--- src/rtl/axi_slave_decerr.sv ---
// axi_slave_decerr: AXI4 slave that terminates every burst with a fixed error response.
// Ports: clk/rstn (sync, active-low); write address/data/response channels (WR_ADDR_*, WR_DATA*,
// WR_STRB, WR_BACK_*); read address/data channels (RD_ADDR_*, RD_BACK_ID, RD_DATA*);
// WR_ERR_CNT/RD_ERR_CNT count completed bursts and saturate at 16'hFFFF.
module axi_slave_decerr #(
  parameter int ID_WIDTH = 4,
  parameter int ADDR_WIDTH = 32,
  parameter int DATA_WIDTH = 32,
  parameter logic [1:0] RESP_CODE = 2'b11,
  parameter logic [DATA_WIDTH-1:0] RD_FILL = '0
) (
  input  logic                    clk,
  input  logic                    rstn,
  input  logic [ID_WIDTH-1:0]     WR_ADDR_ID,
  input  logic [ADDR_WIDTH-1:0]   WR_ADDR,
  input  logic [7:0]              WR_ADDR_LEN,
  input  logic                    WR_ADDR_VALID,
  output logic                    WR_ADDR_READY,
  input  logic [DATA_WIDTH-1:0]   WR_DATA,
  input  logic [DATA_WIDTH/8-1:0] WR_STRB,
  input  logic                    WR_DATA_LAST,
  input  logic                    WR_DATA_VALID,
  output logic                    WR_DATA_READY,
  output logic [ID_WIDTH-1:0]     WR_BACK_ID,
  output logic [1:0]              WR_BACK_RESP,
  output logic                    WR_BACK_VALID,
  input  logic                    WR_BACK_READY,
  input  logic [ID_WIDTH-1:0]     RD_ADDR_ID,
  input  logic [ADDR_WIDTH-1:0]   RD_ADDR,
  input  logic [7:0]              RD_ADDR_LEN,
  input  logic                    RD_ADDR_VALID,
  output logic                    RD_ADDR_READY,
  output logic [ID_WIDTH-1:0]     RD_BACK_ID,
  output logic [DATA_WIDTH-1:0]   RD_DATA,
  output logic [1:0]              RD_DATA_RESP,
  output logic                    RD_DATA_LAST,
  output logic                    RD_DATA_VALID,
  input  logic                    RD_DATA_READY,
  output logic [15:0]             WR_ERR_CNT,
  output logic [15:0]             RD_ERR_CNT
);
  typedef enum logic [1:0] {W_IDLE, W_DATA, W_RESP} w_state_t;
  typedef enum logic {R_IDLE, R_DATA} r_state_t;
  w_state_t w_state;
  r_state_t r_state;
  logic [ADDR_WIDTH-1:0] wr_addr_q, rd_addr_q;
  logic [7:0] rd_len, rd_cnt;
  // Addresses are kept for debug visibility only; payload, strobes and write length are ignored.
  logic unused;
  assign unused = ^{WR_ADDR_LEN, WR_DATA, WR_STRB, wr_addr_q, rd_addr_q};
  // Address READY comes up one edge after reset release so it reads 0 for the whole reset.
  always_ff @(posedge clk) begin
    if (!rstn) begin
      w_state <= W_IDLE;
      WR_ADDR_READY <= 1'b0;
      WR_DATA_READY <= 1'b0;
      WR_BACK_VALID <= 1'b0;
      WR_BACK_ID <= '0;
      WR_BACK_RESP <= '0;
      wr_addr_q <= '0;
      WR_ERR_CNT <= '0;
    end else begin
      case (w_state)
        W_IDLE: begin
          WR_ADDR_READY <= 1'b1;
          if (WR_ADDR_VALID && WR_ADDR_READY) begin
            WR_ADDR_READY <= 1'b0;
            WR_DATA_READY <= 1'b1;
            WR_BACK_ID <= WR_ADDR_ID;
            wr_addr_q <= WR_ADDR;
            w_state <= W_DATA;
          end
        end
        W_DATA: if (WR_DATA_VALID && WR_DATA_READY && WR_DATA_LAST) begin
          WR_DATA_READY <= 1'b0;
          WR_BACK_VALID <= 1'b1;
          WR_BACK_RESP <= RESP_CODE;
          w_state <= W_RESP;
        end
        W_RESP: if (WR_BACK_READY) begin
          WR_BACK_VALID <= 1'b0;
          WR_ADDR_READY <= 1'b1;
          WR_ERR_CNT <= WR_ERR_CNT + {15'd0, WR_ERR_CNT != 16'hFFFF};
          w_state <= W_IDLE;
        end
        default: w_state <= W_IDLE;
      endcase
    end
  end
  // LAST is precomputed from the next beat index so it stays a pure register output.
  always_ff @(posedge clk) begin
    if (!rstn) begin
      r_state <= R_IDLE;
      RD_ADDR_READY <= 1'b0;
      RD_BACK_ID <= '0;
      RD_DATA <= '0;
      RD_DATA_RESP <= '0;
      RD_DATA_LAST <= 1'b0;
      RD_DATA_VALID <= 1'b0;
      rd_len <= '0;
      rd_cnt <= '0;
      rd_addr_q <= '0;
      RD_ERR_CNT <= '0;
    end else begin
      case (r_state)
        R_IDLE: begin
          RD_ADDR_READY <= 1'b1;
          if (RD_ADDR_VALID && RD_ADDR_READY) begin
            RD_ADDR_READY <= 1'b0;
            RD_BACK_ID <= RD_ADDR_ID;
            RD_DATA <= RD_FILL;
            RD_DATA_RESP <= RESP_CODE;
            RD_DATA_LAST <= RD_ADDR_LEN == 8'd0;
            RD_DATA_VALID <= 1'b1;
            rd_len <= RD_ADDR_LEN;
            rd_cnt <= '0;
            rd_addr_q <= RD_ADDR;
            r_state <= R_DATA;
          end
        end
        R_DATA: if (RD_DATA_READY) begin
          if (RD_DATA_LAST) begin
            RD_DATA_VALID <= 1'b0;
            RD_DATA_LAST <= 1'b0;
            RD_ADDR_READY <= 1'b1;
            RD_ERR_CNT <= RD_ERR_CNT + {15'd0, RD_ERR_CNT != 16'hFFFF};
            r_state <= R_IDLE;
          end else begin
            rd_cnt <= rd_cnt + 8'd1;
            RD_DATA_LAST <= (rd_cnt + 8'd1) == rd_len;
          end
        end
        default: r_state <= R_IDLE;
      endcase
    end
  end
endmodule

--- config.mk ---
export PLATFORM = sky130hd
export DESIGN_NAME = axi_slave_decerr
export DESIGN_NICKNAME = d
export VERILOG_FILES = /design/src/rtl/axi_slave_decerr.sv
export SDC_FILE = /design/constraint.sdc
export NUM_CORES = 1
export LEC_CHECK = 0
export BUFFER_PORTS_ARGS = -buffer_cell sky130_fd_sc_hd__buf_4
export CORE_ASPECT_RATIO = 1.25
export CORE_UTILIZATION = 44
export DETAILED_ROUTE_END_ITERATION = 8
export PLACE_DENSITY = 0.8
export SETUP_SLACK_MARGIN = 0.1
export SLEW_MARGIN = 20
export SYNTH_ARGS = -nofsm -noshare
export SYNTH_HDL_FRONTEND = slang
export SYNTH_SLANG_ARGS = --single-unit
--- constraint.sdc ---
create_clock -name clk -period 3.3 [get_ports clk]
set_input_delay 0.66 -clock clk [delete_from_list [all_inputs] [get_ports clk]]
set_output_delay 0.66 -clock clk [all_outputs]
set_load 0.02 [all_outputs]
==> out/results.ini <==
[logic_synthesis]
synth_ff_type=dfxtp_1
synth_edf_count=0
synth_top_area_share=0.380
syn-cell-area_um2=3530
syn-instance-count=398
yosysSeqAreaShare=0.380
ys_top_cells_by_area=dfxtp_1 38%, buf_4 7.9%, xnor2_1 6.7%, nand2_1 5.4%, and2_1 4.6%
ys_warn_count=0
yosysTopAreaCell=dfxtp_1
synth_cell_type_count=50
avgSynthCellArea_um2=8.87
async_flop_share=0
ys_ff_latch=67

[job]
cap_violations=0

[final_layout]
fin_nets=599
antennaDiodeCount=0
final_cell_mix=74 x buf_4, 67 x dfxtp_1, 51 x nand2_1
synthToLayoutAreaGrowth_pct=17.2
finalNonFillerCells=562
mostFrequentLayoutCell=buf_4
drive_gt1_frac=0.221
post-route-util=0.531

[sta]
worst_pin_slew_ns=0.526
finalSetupTns_ns=0
setup_viol=0
slew_violations=0
max_freq_ghz=0.394
finalCritPeriodShare=0.768
min_period_ns=2.54
slew_headroom=0.647
skew_ns=0.0106
rsz0062_at_grt=false
hold_viol=0

[status]
outcome=finished clean

[min_path]
hold-path-cell-count=2
min_from=RD_BACK_ID[0]
holdPathEnd=RD_BACK_ID[0]
min_path_type=flop to flop

[routing]
routed_wl_um=6710
num_vias=2816
route.detailed.drc=0
ant_nets=0
avgViaCountPerCell=5.01
drt_iter0_drc=85
first_pass_iters=4
wl_per_cell_um=11.9

[power_and_ir_drop]
vdd_drop_max_uv=260
p_per_area_nw_per_um2=394
power_mw=1.63
p_leak_nw=1.74

[setup_path]
path_max_fanout=7
r2r_cells=10
r2r-end=RD_ERR_CNT[8]
r2r_start=RD_ERR_CNT[8]
cp.required_ns=3.54
reg2reg_slack_ns=0.76
cp.arrival_ns=2.77
crit_path_end_kind=flop
critPathLaunchType=flop
path_class=flop to flop

[clock_tree]
cts_sinks=67
cts-buffers-inserted=9
cts_tree=built
clk_latency_ns=0.34
ctsResizeCount=0
hold_buffers=0
clk_pin_slew_worst_paths_ns=0.08
cts_root_buf=clkbuf_8
htreeDepth=3
clockBufferDepth=2
post_cts_buffers=0

[placed_design]
hpwl_um=4890
place_congestion=0.870
portBuffers=73
placed_cells=546

[die]
coreArea_um2=7790
start_util=0.453
dieArea_um2=8390
dieHeight_um=102
io_pins=214
fp.dieW_um=82.1
rows=36

[grt]
first_global_vias=2502
grt_pass1_wl_um=11000
grt_use_total=0.168
antenna_found_initial=0
grt_overflow=0
grt_max_degree=68

[power by group]
part | leakage [nW] | switching (mW) | total (mW) | internal [mW]
Clock | 0.0843 | 0.317 | 0.608 | 0.291
Sequential | 0.543 | 0.0208 | 0.849 | 0.828
Combinational | 1.11 | 0.105 | 0.172 | 0.0669
[cell usage after synthesis, types with 2 or more instances]
| master | instances |
|---|---|
| dfxtp_1 | 67 |
| o21a_1 | 8 |
| nor2b_1 | 13 |
| a21oi_1 | 9 |
| and3_1 | 7 |
| xnor2_1 | 27 |
| and4_1 | 4 |
| nor3_1 | 4 |
| buf_6 | 3 |
| and2_1 | 26 |
| a21boi_0 | 17 |
| inv_1 | 3 |
| clkbuf_1 | 8 |
| buf_2 | 4 |
| a21boi_1 | 3 |
| buf_4 | 37 |
| mux2i_1 | 9 |
| nand3_1 | 17 |
| nand4_1 | 13 |
| xor2_1 | 8 |
| ha_1 | 5 |
| nor4_1 | 3 |
| or3_1 | 3 |
| nor2_1 | 12 |
| and3_4 | 2 |
| nand2_1 | 51 |
| nand2b_1 | 2 |
| nor3b_1 | 4 |
| o21ai_0 | 8 |
[stage by stage]
stage | setup slack, ns | hold WS, ns | instance area, µm²
2_1_floorplan | 0.815 | 0.455 | 3650
6_report | 0.765 | 0.467 | 4140
4_1_cts | 0.753 | 0.473 | 4140
3_3_place_gp | 0.817 | 0.452 | 3960
5_1_grt | 0.574 | 0.499 | 4140
3_5_place_dp | 0.770 | 0.461 | 3960
[area by class of cell]
cell class	count	area [µm²]
Timing Repair Buffer	74	556
Clock buffer	10	138
Clock inverter	6	41.3
Tap cell	95	119
Fill cell	738	3650
Sequential cell	67	1340
Inverter	3	11.3
Multi-Input combinational cell	307	1930
[routing by layer]
| metal | global-route usage | vias to the layer above | part of all wire |
|---|---|---|---|
| met2 | 0.273 | 94 | 0.48 |
| met3 | 0.0295 | 10 | 0.050 |
| met4 | 0.0864 | 0 | 0.021 |
| li1 | - | 1423 | - |
| met1 | 0.211 | 1289 | 0.44 |
| met5 | 0 | - | 0 |
[registers in the layout, indices dropped and copies added (netlist names)]
name	count
RD_ERR_CNT	16
WR_ERR_CNT	16
rd_cnt	8
rd_len	8
RD_BACK_ID	4
WR_BACK_ID	4
w_state	2
RD_ADDR_READY	1
RD_DATA_LAST	1
RD_DATA_RESP	1
RD_DATA_VALID	1
WR_ADDR_READY	1
WR_BACK_RESP	1
WR_BACK_VALID	1
WR_DATA_READY	1
r_state	1
[worst max-delay path by stage]
| stage | startpoint | end | slack (ns) |
|---|---|---|---|
| 2_1_floorplan | RD_ERR_CNT[8] | RD_ERR_CNT[6] | 0.81 |
| 3_3_place_gp | RD_ERR_CNT[8] | RD_ERR_CNT[8] | 0.82 |
| 3_5_place_dp | RD_ERR_CNT[8] | RD_ERR_CNT[8] | 0.77 |
| 4_1_cts | RD_ERR_CNT[8] | RD_ERR_CNT[8] | 0.75 |
| 5_1_grt | RD_ERR_CNT[8] | RD_ERR_CNT[6] | 0.57 |
| 6_report | RD_ERR_CNT[8] | RD_ERR_CNT[8] | 0.76 |
[cells by family after synthesis]
kind of cell,share of synthesized area
and+or+nand+nor,0.283
DFF,0.380
buffers and inverters,0.106
AOI/OAI and AO/OA,0.100
xor gates and xnor gates,0.0868
muxes,0.0255
adders and majority gates,0.0177
other,0.00106
[critical path: stages, from the launching register on]
cell and delay [ns]:
dfxtp_1 0.44, and4_1 0.26, nand4_1 0.13, or4_1 0.51, ha_1 0.22, ha_1 0.18
and4_1 0.19, and2_4 0.18, nand3_4 0.10, xnor2_1 0.06, and2_1 0.15
Power figures use the tool's default switching activity.
